==> src/rtl/ysyx_22040210_pht_sched_pkg.sv <==
// Shared definitions for the gshare PHT write path: FSM encoding, init value
// and the 2-bit saturating counter step used by both predict and update logic.
package ysyx_22040210_pht_sched_pkg;

  typedef enum logic {
    PHT_INIT = 1'b0,
    PHT_RUN  = 1'b1
  } pht_state_e;

  localparam logic [1:0] PHT_WNT = 2'b01;

  function automatic logic [1:0] sat_cnt(input logic [1:0] cnt, input logic taken);
    if (taken) sat_cnt = (cnt == 2'b11) ? 2'b11 : cnt + 2'b01;
    else       sat_cnt = (cnt == 2'b00) ? 2'b00 : cnt - 2'b01;
  endfunction

endpackage

==> src/rtl/ysyx_22040210_pht_updq.sv <==
// Coalescing update queue: index CAM over live entries, FIFO head/tail and count.
// Two enqueue slots per cycle, slot 0 first; slot 1 sees slot 0's effect.
module ysyx_22040210_pht_updq
  import ysyx_22040210_pht_sched_pkg::*;
#(
  parameter int BHRLEN = 8,
  parameter int DEPTH  = 4
) (
  input  logic                    clk,
  input  logic                    rst_n,
  input  logic                    clr_i,
  input  logic                    enq0_valid_i,
  input  logic [BHRLEN-1:0]       enq0_idx_i,
  input  logic [1:0]              enq0_cnt_i,
  input  logic                    enq0_taken_i,
  input  logic                    enq1_valid_i,
  input  logic [BHRLEN-1:0]       enq1_idx_i,
  input  logic [1:0]              enq1_cnt_i,
  input  logic                    enq1_taken_i,
  input  logic                    pop_i,
  output logic [BHRLEN-1:0]       head_idx_o,
  output logic [1:0]              head_cnt_o,
  output logic [$clog2(DEPTH):0]  count_o
);
  localparam int PW = $clog2(DEPTH);

  logic [DEPTH-1:0]             vld_q, vld_d;
  logic [DEPTH-1:0][BHRLEN-1:0] idx_q, idx_d;
  logic [DEPTH-1:0][1:0]        cnt_q, cnt_d;
  logic [PW-1:0]                head_q, head_d, tail_q, tail_d;
  logic [PW:0]                  count_q, count_d;

  logic [1:0]              e_v, e_tk, hit;
  logic [1:0][BHRLEN-1:0]  e_idx;
  logic [1:0][1:0]         e_cnt;
  logic [1:0][PW-1:0]      hpos;
  logic [1:0]              nalloc;

  assign e_v   = {enq1_valid_i, enq0_valid_i};
  assign e_tk  = {enq1_taken_i, enq0_taken_i};
  assign e_idx = {enq1_idx_i, enq0_idx_i};
  assign e_cnt = {enq1_cnt_i, enq0_cnt_i};

  always_comb begin
    vld_d  = vld_q;
    idx_d  = idx_q;
    cnt_d  = cnt_q;
    head_d = head_q;
    tail_d = tail_q;
    hit    = '0;
    hpos   = '0;
    nalloc = '0;
    for (int s = 0; s < 2; s++) begin
      // The head leaving this cycle is invisible to the CAM, so a same-index
      // update after it is written separately rather than lost.
      for (int i = 0; i < DEPTH; i++) begin
        if (vld_d[i] && idx_d[i] == e_idx[s] && !(pop_i && PW'(i) == head_q)) begin
          hit[s]  = 1'b1;
          hpos[s] = PW'(i);
        end
      end
      if (e_v[s]) begin
        if (hit[s]) begin
          cnt_d[hpos[s]] = sat_cnt(cnt_d[hpos[s]], e_tk[s]);
        end else begin
          vld_d[tail_d] = 1'b1;
          idx_d[tail_d] = e_idx[s];
          cnt_d[tail_d] = sat_cnt(e_cnt[s], e_tk[s]);
          tail_d        = tail_d + PW'(1);
          nalloc        = nalloc + 2'd1;
        end
      end
    end
    if (pop_i) begin
      vld_d[head_q] = 1'b0;
      head_d        = head_q + PW'(1);
    end
    count_d = count_q + (PW+1)'(nalloc) - (PW+1)'(pop_i);
    if (clr_i) begin
      vld_d   = '0;
      head_d  = '0;
      tail_d  = '0;
      count_d = '0;
    end
  end

  always_ff @(posedge clk or negedge rst_n) begin
    if (!rst_n) begin
      vld_q   <= '0;
      idx_q   <= '0;
      cnt_q   <= '0;
      head_q  <= '0;
      tail_q  <= '0;
      count_q <= '0;
    end else begin
      vld_q   <= vld_d;
      idx_q   <= idx_d;
      cnt_q   <= cnt_d;
      head_q  <= head_d;
      tail_q  <= tail_d;
      count_q <= count_d;
    end
  end

  assign head_idx_o = idx_q[head_q];
  assign head_cnt_o = cnt_q[head_q];
  assign count_o    = count_q;

endmodule

==> src/rtl/ysyx_22040210_pht_sched.sv <==
// PHT write scheduler: init sweep to weakly-not-taken, then drains the
// coalescing update queue onto the single PHT write port.
module ysyx_22040210_pht_sched
  import ysyx_22040210_pht_sched_pkg::*;
#(
  parameter int BHRLEN = 8,
  parameter int PC_W   = 64,
  parameter int DEPTH  = 4
) (
  input  logic                    clk,
  input  logic                    rst_n,
  input  logic                    clr_i,
  input  logic                    upd0_valid_i,
  input  logic [PC_W-1:0]         upd0_pc_i,
  input  logic [BHRLEN-1:0]       upd0_bhr_i,
  input  logic [1:0]              upd0_cnt_i,
  input  logic                    upd0_taken_i,
  input  logic                    upd1_valid_i,
  input  logic [PC_W-1:0]         upd1_pc_i,
  input  logic [BHRLEN-1:0]       upd1_bhr_i,
  input  logic [1:0]              upd1_cnt_i,
  input  logic                    upd1_taken_i,
  output logic                    upd_ready_o,
  output logic                    pht_we_o,
  output logic [BHRLEN-1:0]       pht_waddr_o,
  output logic [1:0]              pht_wdata_o,
  output logic                    init_busy_o,
  output logic [$clog2(DEPTH):0]  q_count_o
);
  localparam int CW = $clog2(DEPTH) + 1;

  pht_state_e        state_q, state_d;
  logic [BHRLEN-1:0] ptr_q, ptr_d;
  logic              we_q, we_d;
  logic [BHRLEN-1:0] waddr_q, waddr_d;
  logic [1:0]        wdata_q, wdata_d;

  logic [CW-1:0]     q_count;
  logic [BHRLEN-1:0] head_idx, idx0, idx1;
  logic [1:0]        head_cnt;
  logic              ready, pop, enq0, enq1;
  logic              unused_pc;

  assign idx0 = upd0_pc_i[2 +: BHRLEN] ^ upd0_bhr_i;
  assign idx1 = upd1_pc_i[2 +: BHRLEN] ^ upd1_bhr_i;
  assign unused_pc = ^{upd0_pc_i, upd1_pc_i};

  // Ready depends only on registered state, so valid never loops back to it.
  assign ready = (state_q == PHT_RUN) && ((CW'(DEPTH) - q_count) >= CW'(2));
  assign enq0  = upd0_valid_i && ready && !clr_i;
  assign enq1  = upd1_valid_i && ready && !clr_i;
  assign pop   = (state_q == PHT_RUN) && (q_count != '0) && !clr_i;

  ysyx_22040210_pht_updq #(.BHRLEN(BHRLEN), .DEPTH(DEPTH)) u_updq (
    .clk          (clk),
    .rst_n        (rst_n),
    .clr_i        (clr_i),
    .enq0_valid_i (enq0),
    .enq0_idx_i   (idx0),
    .enq0_cnt_i   (upd0_cnt_i),
    .enq0_taken_i (upd0_taken_i),
    .enq1_valid_i (enq1),
    .enq1_idx_i   (idx1),
    .enq1_cnt_i   (upd1_cnt_i),
    .enq1_taken_i (upd1_taken_i),
    .pop_i        (pop),
    .head_idx_o   (head_idx),
    .head_cnt_o   (head_cnt),
    .count_o      (q_count)
  );

  always_comb begin
    state_d = state_q;
    ptr_d   = ptr_q;
    we_d    = 1'b0;
    waddr_d = waddr_q;
    wdata_d = wdata_q;
    if (clr_i) begin
      state_d = PHT_INIT;
      ptr_d   = '0;
    end else begin
      case (state_q)
        PHT_INIT: begin
          we_d    = 1'b1;
          waddr_d = ptr_q;
          wdata_d = PHT_WNT;
          ptr_d   = ptr_q + BHRLEN'(1);
          if (ptr_q == '1) state_d = PHT_RUN;
        end
        default: begin
          if (pop) begin
            we_d    = 1'b1;
            waddr_d = head_idx;
            wdata_d = head_cnt;
          end
        end
      endcase
    end
  end

  always_ff @(posedge clk or negedge rst_n) begin
    if (!rst_n) begin
      state_q <= PHT_INIT;
      ptr_q   <= '0;
      we_q    <= 1'b0;
      waddr_q <= '0;
      wdata_q <= '0;
    end else begin
      state_q <= state_d;
      ptr_q   <= ptr_d;
      we_q    <= we_d;
      waddr_q <= waddr_d;
      wdata_q <= wdata_d;
    end
  end

  assign upd_ready_o = ready;
  assign pht_we_o    = we_q;
  assign pht_waddr_o = waddr_q;
  assign pht_wdata_o = wdata_q;
  assign init_busy_o = (state_q == PHT_INIT);
  assign q_count_o   = q_count;

endmodule

==> config.mk <==
export PLATFORM = sky130hd
export DESIGN_NAME = ysyx_22040210_pht_sched
export DESIGN_NICKNAME = d
export VERILOG_FILES = /design/src/rtl/ysyx_22040210_pht_sched_pkg.sv /design/src/rtl/ysyx_22040210_pht_updq.sv /design/src/rtl/ysyx_22040210_pht_sched.sv
export SDC_FILE = /design/constraint.sdc
export NUM_CORES = 1
export LEC_CHECK = 0
export ABC_AREA = 1
export CELL_PAD_IN_SITES_DETAIL_PLACEMENT = 1
export CELL_PAD_IN_SITES_GLOBAL_PLACEMENT = 1
export CORE_MARGIN = 4
export CORE_UTILIZATION = 32
export CTS_BUF_LIST = sky130_fd_sc_hd__clkbuf_8
export DETAILED_ROUTE_END_ITERATION = 16
export PLACE_DENSITY = 0.82
export SLEW_MARGIN = 20
export SYNTH_ARGS = -nofsm -noshare
export SYNTH_HDL_FRONTEND = slang
export SYNTH_SLANG_ARGS = --single-unit
==> constraint.sdc <==
create_clock -name clk -period 4.8 [get_ports clk]
set_clock_uncertainty 0.05 [all_clocks]
set_input_delay 0.96 -clock clk [delete_from_list [all_inputs] [get_ports clk]]
set_output_delay 0.96 -clock clk [all_outputs]
set_load 0.01 [all_outputs]
==> qor.csv, run 1 <==
metric;value;unit
run status;finished clean;
total track usage;0.265;
Max IR drop VDD;0.171;mV
vias in the first global route;9407;
Via density;5.43;
leakage;0.00521;uW
largest net degree at the start of global routing;72;
largest area contributor in the netlist;dfrtp_1;
Worst-path clk slew;0.08;ns
Max Transition Viols Final;0;
FMAX;219;MHz
Post-Route WL;32400;um
Overflow after GRT;0;
first-pass GRT wire length;50300;um
initial antenna violation count;0;
register bit total from synthesis;71;
worst-path cell with the longest stage delay;fa_1;
die area;0.0242;mm^2
area delta synth->final;40.6;%
synth warn;0;
Clock Latency Late Sink;0.40;ns
Power Dens Cells;177;mW/mm^2
EDFF count, synth;0;
XOR/XNOR Fraction of Synth Area;0.0264;
most common cell in the netlist;nand2_1;
Max-Cap Viols;0;
Fin Hold WS;0.439;ns
final antenna-violating net count;0;
final setup vio count;0;
simple-gate area share of the yosys netlist;0.425;
Final TNS setup;0;ns
Crit path top cell by count;nand2_1;
CP max FO;6;
Hold WC Path Type;register to register;
drt pass-1 iters;6;
post-synth top area share;0.255;
Max-slew headroom;0.316;
Hold Vio Cnt, Final;0;
Wirelength per Cell;19.3;um
HPWL after DPL;24700;um
Max Buffers Root-to-Sink;2;
io pins;171;
flop-to-flop setup slack;0.28;ns
synthesized area per cell;5.92;um^2
layout cells sized above 1;0.216;
CTS Buf Count;9;
crit path launch type;input pin;
synth top area cells;dfrtp_1 (25%), nand2_1 (23%), inv_1 (8.3%);
Port Buffers;58;
Final min period;4.56;ns
DP Worst Slack;-0.744;ns
chip width;156;um
Post-synth ARST share;1.00;
H-tree levels;3;
Main synth FF type;dfrtp_1;
Commonest cells post-synth;nand2_1 (433), inv_1 (154), nand3_1 (114), nor2_1 (80), o21ai_0 (80);
Worst-Margin Slew;1.03;ns
Die Ht;156;um
hold_buf cts;0;
final instance area;0.00981;mm^2
DRC;0;
DRT iter0 DRCs;783;
Post-Syn Nets;1354;
complex-gate fraction of the synthesized area;0.143;
sequential area share after synthesis;0.255;
Root Driver;clkbuf_8;
post-synthesis mux area share;0;
Sinks on Clock Net;71;
Crit Path Class;input pin to register;
post-synthesis adder-cell area fraction;0.0387;
Crit. End Element;register;
setup ws final;0.238;ns
Rows;53;
synthesized cell area;0.00698;mm^2
ant diodes;0;
Synth Instances;1178;
Yosys cell types;40;
CTS tree;done;
fin nets;1577;
Placement Cell Area;0.00909;mm^2
Initial Util;0.329;
Core Region;0.0212;mm^2
period utilisation layout;0.950;
GP Congestion;0.972;
largest family of logic cells by synthesized area;simple AND/OR/NAND/NOR gates;
Vias;9134;
WP data required;5.03;ns
CP max stage delay;0.37;ns
worst endpoint data arrival time;4.79;ns
## worst max-delay path, delay by kind of cell
| family | cells | cell delay, ns |
|---|---|---|
| AND/OR/NAND/NOR | 17 | 1.71 |
| buffers and inverters | 7 | 0.80 |
| adder cells (fa/ha/maj) | 3 | 0.79 |
| AO/OA/AOI/OAI | 3 | 0.36 |
| XOR/XNOR | 1 | 0.16 |
## where the power goes
group	internal, uW	switching [uW]	leakage [uW]
clock network	305	279	0.000114
registers	620	27.1	0.000912
logic	205	304	0.00419
total	1130	610	0.00521
## worst paths after layout
check | startpoint | end | depth (start not counted)
worst max-delay path | clr_i | u_updq.count_o[2] | 31
worst min register to register | pht_waddr_o[5] | pht_waddr_o[5] | 2
min in group asynchronous | rst_n | u_updq.idx_q[9] | 1
worst min-delay path | pht_waddr_o[5] | pht_waddr_o[5] | 2
worst max register to register | u_updq.count_o[1] | u_updq.count_o[2] | 32
max in group asynchronous | rst_n | u_updq.head_q[0] | 1
## timing repair
| action | CTS | global route |
|---|---|---|
| pin swaps | 13 | 18 |
| endpoints found under the setup margin | 2 | 7 |
| buffers inserted | 5 | 5 |
| gates resized for setup | 60 | 64 |
| cloned | 2 | 0 |
## registers in the layout (all words and copies together) (netlist names)
| register | count |
|---|---|
| state_q | 1 |
| u_updq.tail_q | 2 |
| u_updq.count_o | 3 |
| pht_wdata_o | 2 |
| u_updq.idx_q | 32 |
| u_updq.head_q | 2 |
| u_updq.cnt_q | 8 |
| pht_we_o | 1 |
| ptr_q | 8 |
| pht_waddr_o | 8 |
| u_updq.vld_q | 4 |
## logic make-up after synthesis
logic type	Yosys count
buffers and inverters	189
AND/OR/NAND/NOR	688
flip-flops	71
AO/OA/AOI/OAI	188
XOR/XNOR	21
adder cells (fa/ha/maj)	21
## cell type report
cell class | count | area, um^2
sequential | 71 | 1780
timing repair buffer | 238 | 2070
fill | 2860 | 11400
clock buffer | 10 | 138
inverter | 161 | 609
clock inverter | 6 | 85.1
tap | 275 | 344
multi-input combinational | 920 | 4780
## per-layer routing
| metal | global-route usage | wire length [um] |
|---|---|---|
| met5 | 0 | 0 |
| met4 | 0.0955 | 1160 |
| met3 | 0.0491 | 2440 |
| met2 | 0.438 | 15200 |
| met1 | 0.347 | 13600 |
## placed cells by master (no fill, tap or decap), drive strengths merged, types with 8 or more instances in the layout
cell / Yosys / layout
clkdlybuf4s50: 0 / 40
xor2: 13 / 13
inv: 159 / 160
dlymetal6s2s: 0 / 15
a21oi: 46 / 46
o211ai: 9 / 9
xnor2: 8 / 8
buf: 17 / 181
nand3: 117 / 119
a31oi: 8 / 8
dfrtp: 71 / 71
clkbuf: 11 / 10
ha: 20 / 20
nor2: 85 / 85
o21ai: 118 / 118
nand2: 443 / 443
nand4: 26 / 26
## stage by stage
stage / std cells / utilization / total power [uW]
after floorplan: 1178 / - / 864
after global placement: 1653 / 0.428 / 1110
after detailed placement: 1653 / 0.428 / 1120
after CTS: 1676 / 0.451 / 1720
after global routing: 1681 / 0.462 / 1820
final: 1681 / 0.462 / 1740
Note: power is estimated with default switching activity, not from simulation.
==> run 2: changes to the inputs <==
--- a/config.mk
+++ b/config.mk
@@ -13,7 +13,9 @@
 export CTS_BUF_LIST = sky130_fd_sc_hd__clkbuf_8
 export DETAILED_ROUTE_END_ITERATION = 16
 export PLACE_DENSITY = 0.82
+export SETUP_SLACK_MARGIN = 0.1
 export SLEW_MARGIN = 20
 export SYNTH_ARGS = -nofsm -noshare
 export SYNTH_HDL_FRONTEND = slang
 export SYNTH_SLANG_ARGS = --single-unit
+export TNS_END_PERCENT = 100
==> qor.csv, run 2 (synthesis results as in run 1) <==
metric;value;unit
Wirelength per Cell;20.1;um
Hold Vio Cnt, Final;0;
die area;0.0242;mm^2
commonest non-fill, non-tap cells in the layout;nand2_1 (390), buf_4 (183), inv_1 (142);
Max-Cap Viols;0;
Crit path top cell by count;nand2_1;
switching share of power;0.356;
Overflow after GRT;0;
Hold Path Origin;pht_waddr_o[5];
initial antenna violation count;0;
logic gate share of total power;0.300;
Largest Register;u_updq.idx_q;
clock share of power;0.334;
Sinks on Clock Net;71;
WP data required;5.06;ns
final antenna-violating net count;0;
worst endpoint data arrival time;4.95;ns
vias in the first global route;9617;
Power Dens Cells;177;mW/mm^2
Port Buffers;58;
Rows;53;
io pins;171;
ant diodes;0;
Max IR drop VDD;0.174;mV
area delta synth->final;42.8;%
commonest non-fill, non-tap cell in the layout;nand2_1;
DRC;0;
crit path from;clr_i;
DRT iter0 DRCs;952;
Post-Route WL;34100;um
Max Transition Viols Final;0;
fin nets;1593;
chip width;156;um
Via density;5.52;
run status;finished clean;
Vias;9359;
Clock Latency Late Sink;0.40;ns
total track usage;0.271;
max reg flops;32;
worst-path cell with the longest stage delay;fa_1;
Crit Path Class;input pin to register;
Reg power frac;0.367;
crit path launch type;input pin;
period utilisation layout;0.977;
CP max FO;10;
Die Ht;156;um
final instance area;0.00997;mm^2
first-pass GRT wire length;51500;um
Initial Util;0.329;
Max-slew headroom;0.290;
drt pass-1 iters;6;
final setup vio count;0;
largest net degree at the start of global routing;72;
final cell count without fillers;1697;
Placement Cell Area;0.00909;mm^2
CTS tree;done;
HPWL after DPL;24700;um
Core Region;0.0212;mm^2
Max Buffers Root-to-Sink;2;
CTS Buf Count;9;
Worst-path clk slew;0.08;ns
worst reg2reg startpoint;u_updq.head_q[0];
Final min period;4.69;ns
H-tree levels;3;
Worst-Margin Slew;1.06;ns
FMAX;213;MHz
Internal;1140;uW
Root Driver;clkbuf_8;
Hold WC Path Type;register to register;
sw power;629;uW
Crit. End Element;register;
layout cells sized above 1;0.247;
placed cell count;1653;
GP Congestion;0.972;
CP max stage delay;0.38;ns
leakage;0.00523;uW
-- run 2: cell types whose count changed in the layout (fill, tap and decap cells not counted), sizes merged --
| cell | before | now |
|---|---|---|
| buf | 181 | 197 |
| clkbuf | 10 | 20 |
| clkdlybuf4s15 | 0 | 1 |
| dlygate4sd2 | 2 | 0 |
| dlymetal6s2s | 15 | 6 |
-- run 2: stage by stage --
stage          utilization  power, uW  worst slack [ns]  TNS (ns)  hold slack [ns]
2_1_floorplan            -        864             0.227         0            0.414
3_3_place_gp         0.428       1110            -0.591     -2.18            0.415
3_5_place_dp         0.428       1120            -0.744     -9.71            0.418
5_1_grt              0.470       1840           -0.0361   -0.0361            0.470
4_1_cts              0.456       1730             0.100         0            0.447
6_report             0.470       1770             0.110         0            0.441
-- run 2: worst max-delay path: cells and delay by family --
family                   cells  cell delay, ns
AND/OR/NAND/NOR             18            2.16
adder cells (fa/ha/maj)      3            0.82
buffers and inverters        6            0.68
XOR/XNOR                     1            0.17
AO/OA/AOI/OAI                2            0.14
-- run 2: worst paths after layout --
kind,slack (ns),endpoint,cells past startpoint
max,0.11,u_updq.count_o[2],30
min,0.44,pht_waddr_o[5],2
max reg2reg,0.16,u_updq.count_o[2],30
min reg2reg,0.44,pht_waddr_o[5],2
max in group asynchronous,3.30,state_q,1
min in group asynchronous,0.70,u_updq.idx_q[3],1
-- run 2: area by class of cell --
type / count / area (um^2)
clock buffers: 10 / 138
flip-flops and latches: 71 / 1780
repair buffers: 254 / 2150
fillers: 2828 / 11300
clock inverters: 6 / 85.1
inverters: 161 / 612
multi-input cells: 920 / 4860
well taps: 275 / 344
-- run 2: power groups by stage --
stage	Combinational (uW)	Sequential [uW]	Clock, uW
global route	571	650	618
detailed placement	468	656	0
CTS	496	646	590
global placement	450	655	0
floorplan	216	648	0
finish	529	648	589
-- run 2: what timing repair did --
action,in CTS,in global routing
resized for setup,96,74
hold buffers,0,0
setup endpoints to repair,3,9
pin swaps,22,35
gates cloned,2,0
buffers inserted,9,17
-- run 2: per-layer routing --
metal  global-route usage  vias to the layer above  part of all wire
li1                     -                     4257                 -
met1                0.351                     4532              0.40
met2                0.445                      452              0.46
met3               0.0510                      118             0.088
met4                0.110                        0             0.051
met5                    0                        -                 0
==> run 3: changes to the inputs <==
--- a/config.mk
+++ b/config.mk
@@ -8,6 +8,7 @@
 export ABC_AREA = 1
 export CELL_PAD_IN_SITES_DETAIL_PLACEMENT = 1
 export CELL_PAD_IN_SITES_GLOBAL_PLACEMENT = 1
+export CORE_ASPECT_RATIO = 1.4
 export CORE_MARGIN = 4
 export CORE_UTILIZATION = 32
 export CTS_BUF_LIST = sky130_fd_sc_hd__clkbuf_8
==> qor.csv, run 3 (synthesis results as in run 1) <==
metric;value;unit
Final min period;4.64;ns
R2R depth;32;
hold_buf cts;0;
Port Buffers;58;
Max-slew headroom;0.412;
Max-Cap Viols;0;
final setup vio count;0;
area delta synth->final;42.7;%
Rows;63;
Post-Route WL;33300;um
Max Transition Viols Final;0;
Vias;9181;
FMAX;216;MHz
Root Driver;clkbuf_8;
ant diodes;0;
commonest non-fill, non-tap cell in the layout;nand2_1;
DRT iter0 DRCs;541;
die area;0.0243;mm^2
Hold Path Origin;pht_waddr_o[2];
Initial Util;0.327;
Max IR drop VDD;0.132;mV
CTS tree;done;
Power Dens Cells;168;mW/mm^2
H-tree levels;3;
WP data required;5.08;ns
CTS Buf Count;9;
Hold WC Path Type;register to register;
Clock Latency Late Sink;0.40;ns
Worst-path clk slew;0.09;ns
chip width;133;um
DRC;0;
final antenna-violating net count;0;
Final TNS setup;0;ns
io pins;171;
Largest Register;u_updq.idx_q;
Crit Path Class;input pin to register;
max reg flops;32;
WHS Endpoint;pht_waddr_o[2];
flop-to-flop setup slack;0.29;ns
first-pass GRT wire length;50400;um
worst endpoint data arrival time;4.91;ns
placed cell count;1670;
Wirelength per Cell;19.4;um
Worst-Margin Slew;0.881;ns
final cell count without fillers;1719;
Max Buffers Root-to-Sink;2;
largest net degree at the start of global routing;72;
HPWL after DPL;25700;um
worst hold stages;2;
Via density;5.34;
vias in the first global route;9553;
period utilisation layout;0.966;
fin nets;1598;
Crit. End Element;register;
CP max FO;6;
leakage;0.00516;uW
crit path launch type;input pin;
initial antenna violation count;0;
total track usage;0.266;
CP max stage delay;0.33;ns
FF-to-FF End;u_updq.count_o[2];
Core Region;0.0214;mm^2
layout cells sized above 1;0.256;
GP Congestion;0.986;
worst reg2reg startpoint;u_updq.count_o[0];
Overflow after GRT;0;
Sinks on Clock Net;71;
Hold Vio Cnt, Final;0;
worst-path cell with the longest stage delay;fa_2;
Die Ht;183;um
drt pass-1 iters;5;
commonest non-fill, non-tap cells in the layout;nand2_1 (382), buf_4 (189), inv_1 (137);
Crit path top cell by count;nand2_1;
run status;finished clean;
run 3: cell types whose count changed in the layout (fill, tap and decap cells not counted), moves of 4 or more:
cell	change
inv_1	-5
nand2_2	+6
nand2_1	-8
inv_2	+4
buf_12	-4
buf_4	+6
dlymetal6s2s_1	-6
dlygate4sd2_1	+4
run 3: per-stage QoR:
stage	total power, uW	setup slack (ns)	instance area, um^2	utilization	hold WS, ns
after floorplan	864	0.227	6980	-	0.414
after global placement	1100	-0.625	9090	0.425	0.418
after detailed placement	1120	-0.807	9090	0.425	0.431
after CTS	1640	0.108	9720	0.455	0.447
after global routing	1740	-0.0342	9960	0.466	0.474
final	1670	0.163	9960	0.466	0.441
run 3: worst max-delay path by stage:
| stage | start | endpoint | slack, ns | depth (start not counted) |
|---|---|---|---|---|
| after CTS | upd0_bhr_i[3] | u_updq.count_o[2] | 0.11 | 34 |
| after detailed placement | upd0_pc_i[5] | u_updq.count_o[2] | -0.81 | 34 |
| after floorplan | clr_i | u_updq.count_o[2] | 0.23 | 30 |
| after global placement | upd0_pc_i[5] | u_updq.count_o[2] | -0.63 | 32 |
| final | upd0_bhr_i[6] | u_updq.count_o[2] | 0.16 | 31 |
| after global routing | upd0_bhr_i[6] | u_updq.count_o[2] | -0.03 | 31 |
run 3: routing by layer:
metal  GRT usage  vias to the layer above  part of all wire
li1            -                     4266                 -
met3      0.0347                      146             0.042
met4       0.218                        0             0.091
met2       0.487                      284              0.51
met1       0.267                     4485              0.35
met5           0                        -                 0
run 3: cell type report:
| cell class | count | area, um^2 |
|---|---|---|
| repair buffers | 258 | 2120 |
| clock buffers | 9 | 124 |
| well taps | 292 | 365 |
| multi-input cells | 921 | 4910 |
| clock inverters | 7 | 53.8 |
| fillers | 2864 | 11400 |
| flip-flops and latches | 71 | 1780 |
| inverters | 161 | 612 |
run 3: report_power, final:
| group | switching (uW) | leakage, uW | internal [uW] |
|---|---|---|---|
| Combinational | 315 | 0.00417 | 218 |
| Clock | 298 | 0.0000827 | 192 |
| Sequential | 26.8 | 0.000910 | 620 |
| Total | 640 | 0.00516 | 1030 |
run 3: timing repair:
item / CTS / global route
resized for setup: 109 / 81
setup buffers: 17 / 13
cloned: 3 / 0
setup endpoints to repair: 12 / 10
pin swaps: 23 / 36
run 3: critical path: cells and delay by family:
family,cells,cell delay (ns)
buffers and inverters,6,0.71
xor gates and xnor gates,1,0.16
AOI/OAI and AO/OA,2,0.19
and+or+nand+nor,19,2.11
adders and majority gates,3,0.78
==> edit 1, RTL diff (config.mk and constraints of run 2) <==
`BHRLEN` is set to 8 in 2 places; all go to 4.
--- a/src/rtl/ysyx_22040210_pht_updq.sv
+++ b/src/rtl/ysyx_22040210_pht_updq.sv
@@ -4,5 +4,5 @@
   import ysyx_22040210_pht_sched_pkg::*;
 #(
-  parameter int BHRLEN = 8,
+  parameter int BHRLEN = 4,
   parameter int DEPTH  = 4
 ) (
--- a/src/rtl/ysyx_22040210_pht_sched.sv
+++ b/src/rtl/ysyx_22040210_pht_sched.sv
@@ -4,5 +4,5 @@
   import ysyx_22040210_pht_sched_pkg::*;
 #(
-  parameter int BHRLEN = 8,
+  parameter int BHRLEN = 4,
   parameter int PC_W   = 64,
   parameter int DEPTH  = 4
Ports: changed (resized pht_waddr_o, upd0_bhr_i and upd1_bhr_i); port bits go from 171 to 159. No check against the original RTL was run, so the function may have changed too.
==> edit 1 against run 2 <==
Count of clock-buffer cells in the layout down 5; synthesized area fell by 35%; setup slack improved by 0.19 ns; wire length fell by 53%; critical path depth rose by 2; final area fell by 43%; total power is 43% lower; global-route usage down 7.6 points; final cell count fell by 42%; sequential cell count down 24; die area is 33% lower; hold slack better by 0.012 ns; highest routed layer unchanged.
==> edit 1: results <==
<?xml version="1.0" encoding="UTF-8"?>
<metrics>
  <group name="global_route">
    <metric name="grtUsageMet2" unit="">0.3378</metric>
    <metric name="globalRouteTotalUtil" unit="">0.1943</metric>
    <metric name="grt_use_met3" unit="">0.02147</metric>
  </group>
  <group name="pwr">
    <metric name="power.clock.total" unit="mW">0.288</metric>
    <metric name="ir_worst_vdd" unit="uV">91.78</metric>
  </group>
  <group name="logic_synthesis">
    <metric name="synth_sequential_area_ratio" unit="">0.2597</metric>
    <metric name="synth.net_count" unit="">877</metric>
    <metric name="synth_top_cells_by_area" unit="">sky130_fd_sc_hd__dfrtp_1, sky130_fd_sc_hd__nand2_1, sky130_fd_sc_hd__inv_1</metric>
    <metric name="synth.cells.most_frequent" unit="">sky130_fd_sc_hd__nand2_1, sky130_fd_sc_hd__inv_1, sky130_fd_sc_hd__nor2_1, sky130_fd_sc_hd__nand3_1, sky130_fd_sc_hd__dfrtp_1</metric>
  </group>
  <group name="outcome">
    <metric name="status" unit="">finished clean</metric>
  </group>
  <group name="place">
    <metric name="placed_area" unit="sq um">5438</metric>
    <metric name="portBuffers" unit="">38</metric>
    <metric name="gp_routability_congestion" unit="">0.8818</metric>
  </group>
  <group name="worst_setup_path">
    <metric name="cp_slowest_cell" unit="">sky130_fd_sc_hd__clkdlybuf4s50_1</metric>
    <metric name="cp_slowest_stage_delay" unit="ns">0.51</metric>
    <metric name="critical_path.max_fanout" unit="">8</metric>
    <metric name="worstRegToRegCells" unit="">32</metric>
    <metric name="critPathLaunch" unit="">upd0_bhr_i[3]</metric>
  </group>
  <group name="clock_network">
    <metric name="clk_transition_reported_paths" unit="ns">0.11</metric>
    <metric name="clock_insertion_delay_worst_skew" unit="ns">0.33</metric>
    <metric name="h_tree_depth_reported_by_cts" unit="">2</metric>
  </group>
  <group name="route">
    <metric name="via_count" unit="">5089</metric>
    <metric name="detailed_routing_wirelength_on_met1" unit="um">7151</metric>
    <metric name="detail_route_met2_wl" unit="um">7790</metric>
    <metric name="route.met3.wl" unit="um">911</metric>
    <metric name="drtPass1Iterations" unit="">7</metric>
  </group>
  <group name="finish">
    <metric name="design.final.nets" unit="">964</metric>
    <metric name="layout.filler_cells" unit="">1836</metric>
  </group>
  <group name="sta">
    <metric name="timing.slew.headroom" unit="">0.3272</metric>
  </group>
</metrics>
edit 1: cell count changes in the layout (fill, tap and decap cells not counted), moves of 9 or more:
cell                              run 2  this run
sky130_fd_sc_hd__buf_4              183        51
sky130_fd_sc_hd__clkbuf_2            10         0
sky130_fd_sc_hd__nand2_2             38        15
sky130_fd_sc_hd__nand3_1             99        51
sky130_fd_sc_hd__o21ai_0             78        36
sky130_fd_sc_hd__nand4_1             24        13
sky130_fd_sc_hd__dfrtp_1             70        47
sky130_fd_sc_hd__o21ai_1             36        21
sky130_fd_sc_hd__nand2_1            390       213
sky130_fd_sc_hd__inv_1              142        88
sky130_fd_sc_hd__nor2_1              67        54
sky130_fd_sc_hd__buf_12               9         0
edit 1: layout make-up:
cell class / count / area share
well taps: 180 / 0.03981
clock buffers: 5 / 0.01216
inverters: 100 / 0.06678
flip-flops and latches: 47 / 0.2079
clock inverters: 3 / 0.004865
repair buffers: 91 / 0.1384
multi-input cells: 552 / 0.5301
edit 1: cell families after synthesis:
logic type,after synthesis,share of synthesized area
compound gates,124,0.1511
xor+xnor,17,0.03288
fa+ha+maj,20,0.05692
buf+inv,112,0.09809
flops,47,0.2597
simple gates,390,0.4012
edit 1: through the flow:
step,instances,utilization,total power [mW]
floorplan,710,-,0.5966
global placement,966,0.3917,0.7040
detailed placement,966,0.3917,0.7143
CTS,974,0.3987,0.9967
global route,978,0.4076,1.058
finish,978,0.4076,1.003
edit 1: path summary, 6_finish.rpt:
path,to,slack [ns]
worst max-delay path,u_updq.count_o[2],0.30
worst min-delay path,pht_waddr_o[2],0.45
worst max register to register,u_updq.count_o[2],0.49
worst min register to register,pht_waddr_o[2],0.45
max in group asynchronous,u_updq.cnt_q[3],3.56
min in group asynchronous,u_updq.idx_q[3],0.68
==> edit 2, RTL diff (flow settings as in run 2) <==
Without the edit above. Reset style: synchronous (`rst_n`), changed in 2 clocked blocks.
--- a/src/rtl/ysyx_22040210_pht_updq.sv
+++ b/src/rtl/ysyx_22040210_pht_updq.sv
@@ -85,5 +85,5 @@
   end
 
-  always_ff @(posedge clk or negedge rst_n) begin
+  always_ff @(posedge clk) begin
     if (!rst_n) begin
       vld_q   <= '0;
--- a/src/rtl/ysyx_22040210_pht_sched.sv
+++ b/src/rtl/ysyx_22040210_pht_sched.sv
@@ -99,5 +99,5 @@
   end
 
-  always_ff @(posedge clk or negedge rst_n) begin
+  always_ff @(posedge clk) begin
     if (!rst_n) begin
       state_q <= PHT_INIT;
Formal check against the unedited RTL: differs if rst_n is asserted again (counterexample within 4 cycles, from zero or initial values and one cycle with rst_n low); with rst_n held inactive, the same outputs for 10 cycles.
==> edit 2 against run 2 <==
Combinational power decreased by 4.0%; utilization rose by 2.0 points; critical endpoint is now u_updq.count_o[2]; total power fell by 2.6%; die area is 2.0% higher; setup slack got worse by 0.29 ns; non-clock buffer count up 65; sequential cell count unchanged; hold slack got worse by 0.010 ns; synthesized area up 2.1%; largest power group is now the clock network; sequential share of layout area shrank 4.5 points; wire length increased by 31%; the run now ends with setup timing left; final area grew 7.6%.
==> edit 2: results <==
<?xml version="1.0" encoding="UTF-8"?>
<metrics>
  <group name="sta">
    <metric name="setup_viol" unit="">2</metric>
    <metric name="final_critical_path_setup_slack" unit="ns">-0.1765</metric>
  </group>
  <group name="finish">
    <metric name="ant_cells" unit="">1</metric>
    <metric name="share_of_cell_area_taken_by_multi_input_logic_gates" unit="">0.5151</metric>
    <metric name="clockBufferCount" unit="">11</metric>
    <metric name="signal_buffer_area_fraction" unit="">0.2382</metric>
    <metric name="layout.core_utilization" unit="">0.4897</metric>
    <metric name="n_multi_input_combinational_cell" unit="">990</metric>
    <metric name="design.final.nets" unit="">1733</metric>
    <metric name="final_standard_cell_count_with_taps_included_and_fillers_excluded" unit="">1843</metric>
    <metric name="final.signal_inverter_count" unit="">166</metric>
  </group>
  <group name="route">
    <metric name="detail_route_met2_wl" unit="um">19960</metric>
    <metric name="route.met3.wl" unit="um">4745</metric>
  </group>
  <group name="logic_synthesis">
    <metric name="synth.cells.most_frequent" unit="">sky130_fd_sc_hd__nand2_1, sky130_fd_sc_hd__inv_1, sky130_fd_sc_hd__nor2_1, sky130_fd_sc_hd__nand3_1, sky130_fd_sc_hd__o21ai_0</metric>
    <metric name="synth_xor_area_frac" unit="">0.01844</metric>
    <metric name="synthCells" unit="">1258</metric>
  </group>
  <group name="global_route">
    <metric name="antenna_found_initial" unit="">1</metric>
    <metric name="first_global_vias" unit="">10480</metric>
    <metric name="grt_use_met3" unit="">0.05444</metric>
  </group>
  <group name="pwr">
    <metric name="p_switching" unit="mW">0.6095</metric>
    <metric name="static-leakage-power" unit="nW">5.281</metric>
    <metric name="share_seq_of_total_power" unit="">0.346</metric>
  </group>
  <group name="worst_setup_path">
    <metric name="critPathLaunch" unit="">upd0_pc_i[3]</metric>
  </group>
  <group name="outcome">
    <metric name="status" unit="">finished, violations left</metric>
    <metric name="violated_checks" unit="">setup timing</metric>
  </group>
</metrics>
edit 2: cell count changes after synthesis, sizes merged, moves of 6 or more:
cell / delta
o21ai: -20
nand3: -11
or2: +7
dfrtp: -71
xor2: -7
nor2: +38
a21oi: +33
dfxtp: +71
nand2: +6
nand4: +20
edit 2: worst register-to-register path, delay by kind of cell, from the launching register on:
| kind | cells | cell delay [ns] |
|---|---|---|
| buffers and inverters | 6 | 0.75 |
| DFF | 1 | 0.35 |
| AOI/OAI and AO/OA | 3 | 0.26 |
| and+or+nand+nor | 16 | 2.28 |
| adders and majority gates | 5 | 1.14 |
edit 2: what timing repair did:
action,CTS,global route
buffers inserted,23,32
pin swaps,33,62
resized for setup,105,167
hold buffers,0,0
endpoints found under the hold margin,0,0
cloned,1,0
setup endpoints to repair,4,47
edit 2: logic make-up after synthesis:
kind of cell / Yosys count
simple gates: 749
buf+inv: 198
mux: 1
compound gates: 203
flops: 71
fa+ha+maj: 21
xor+xnor: 15
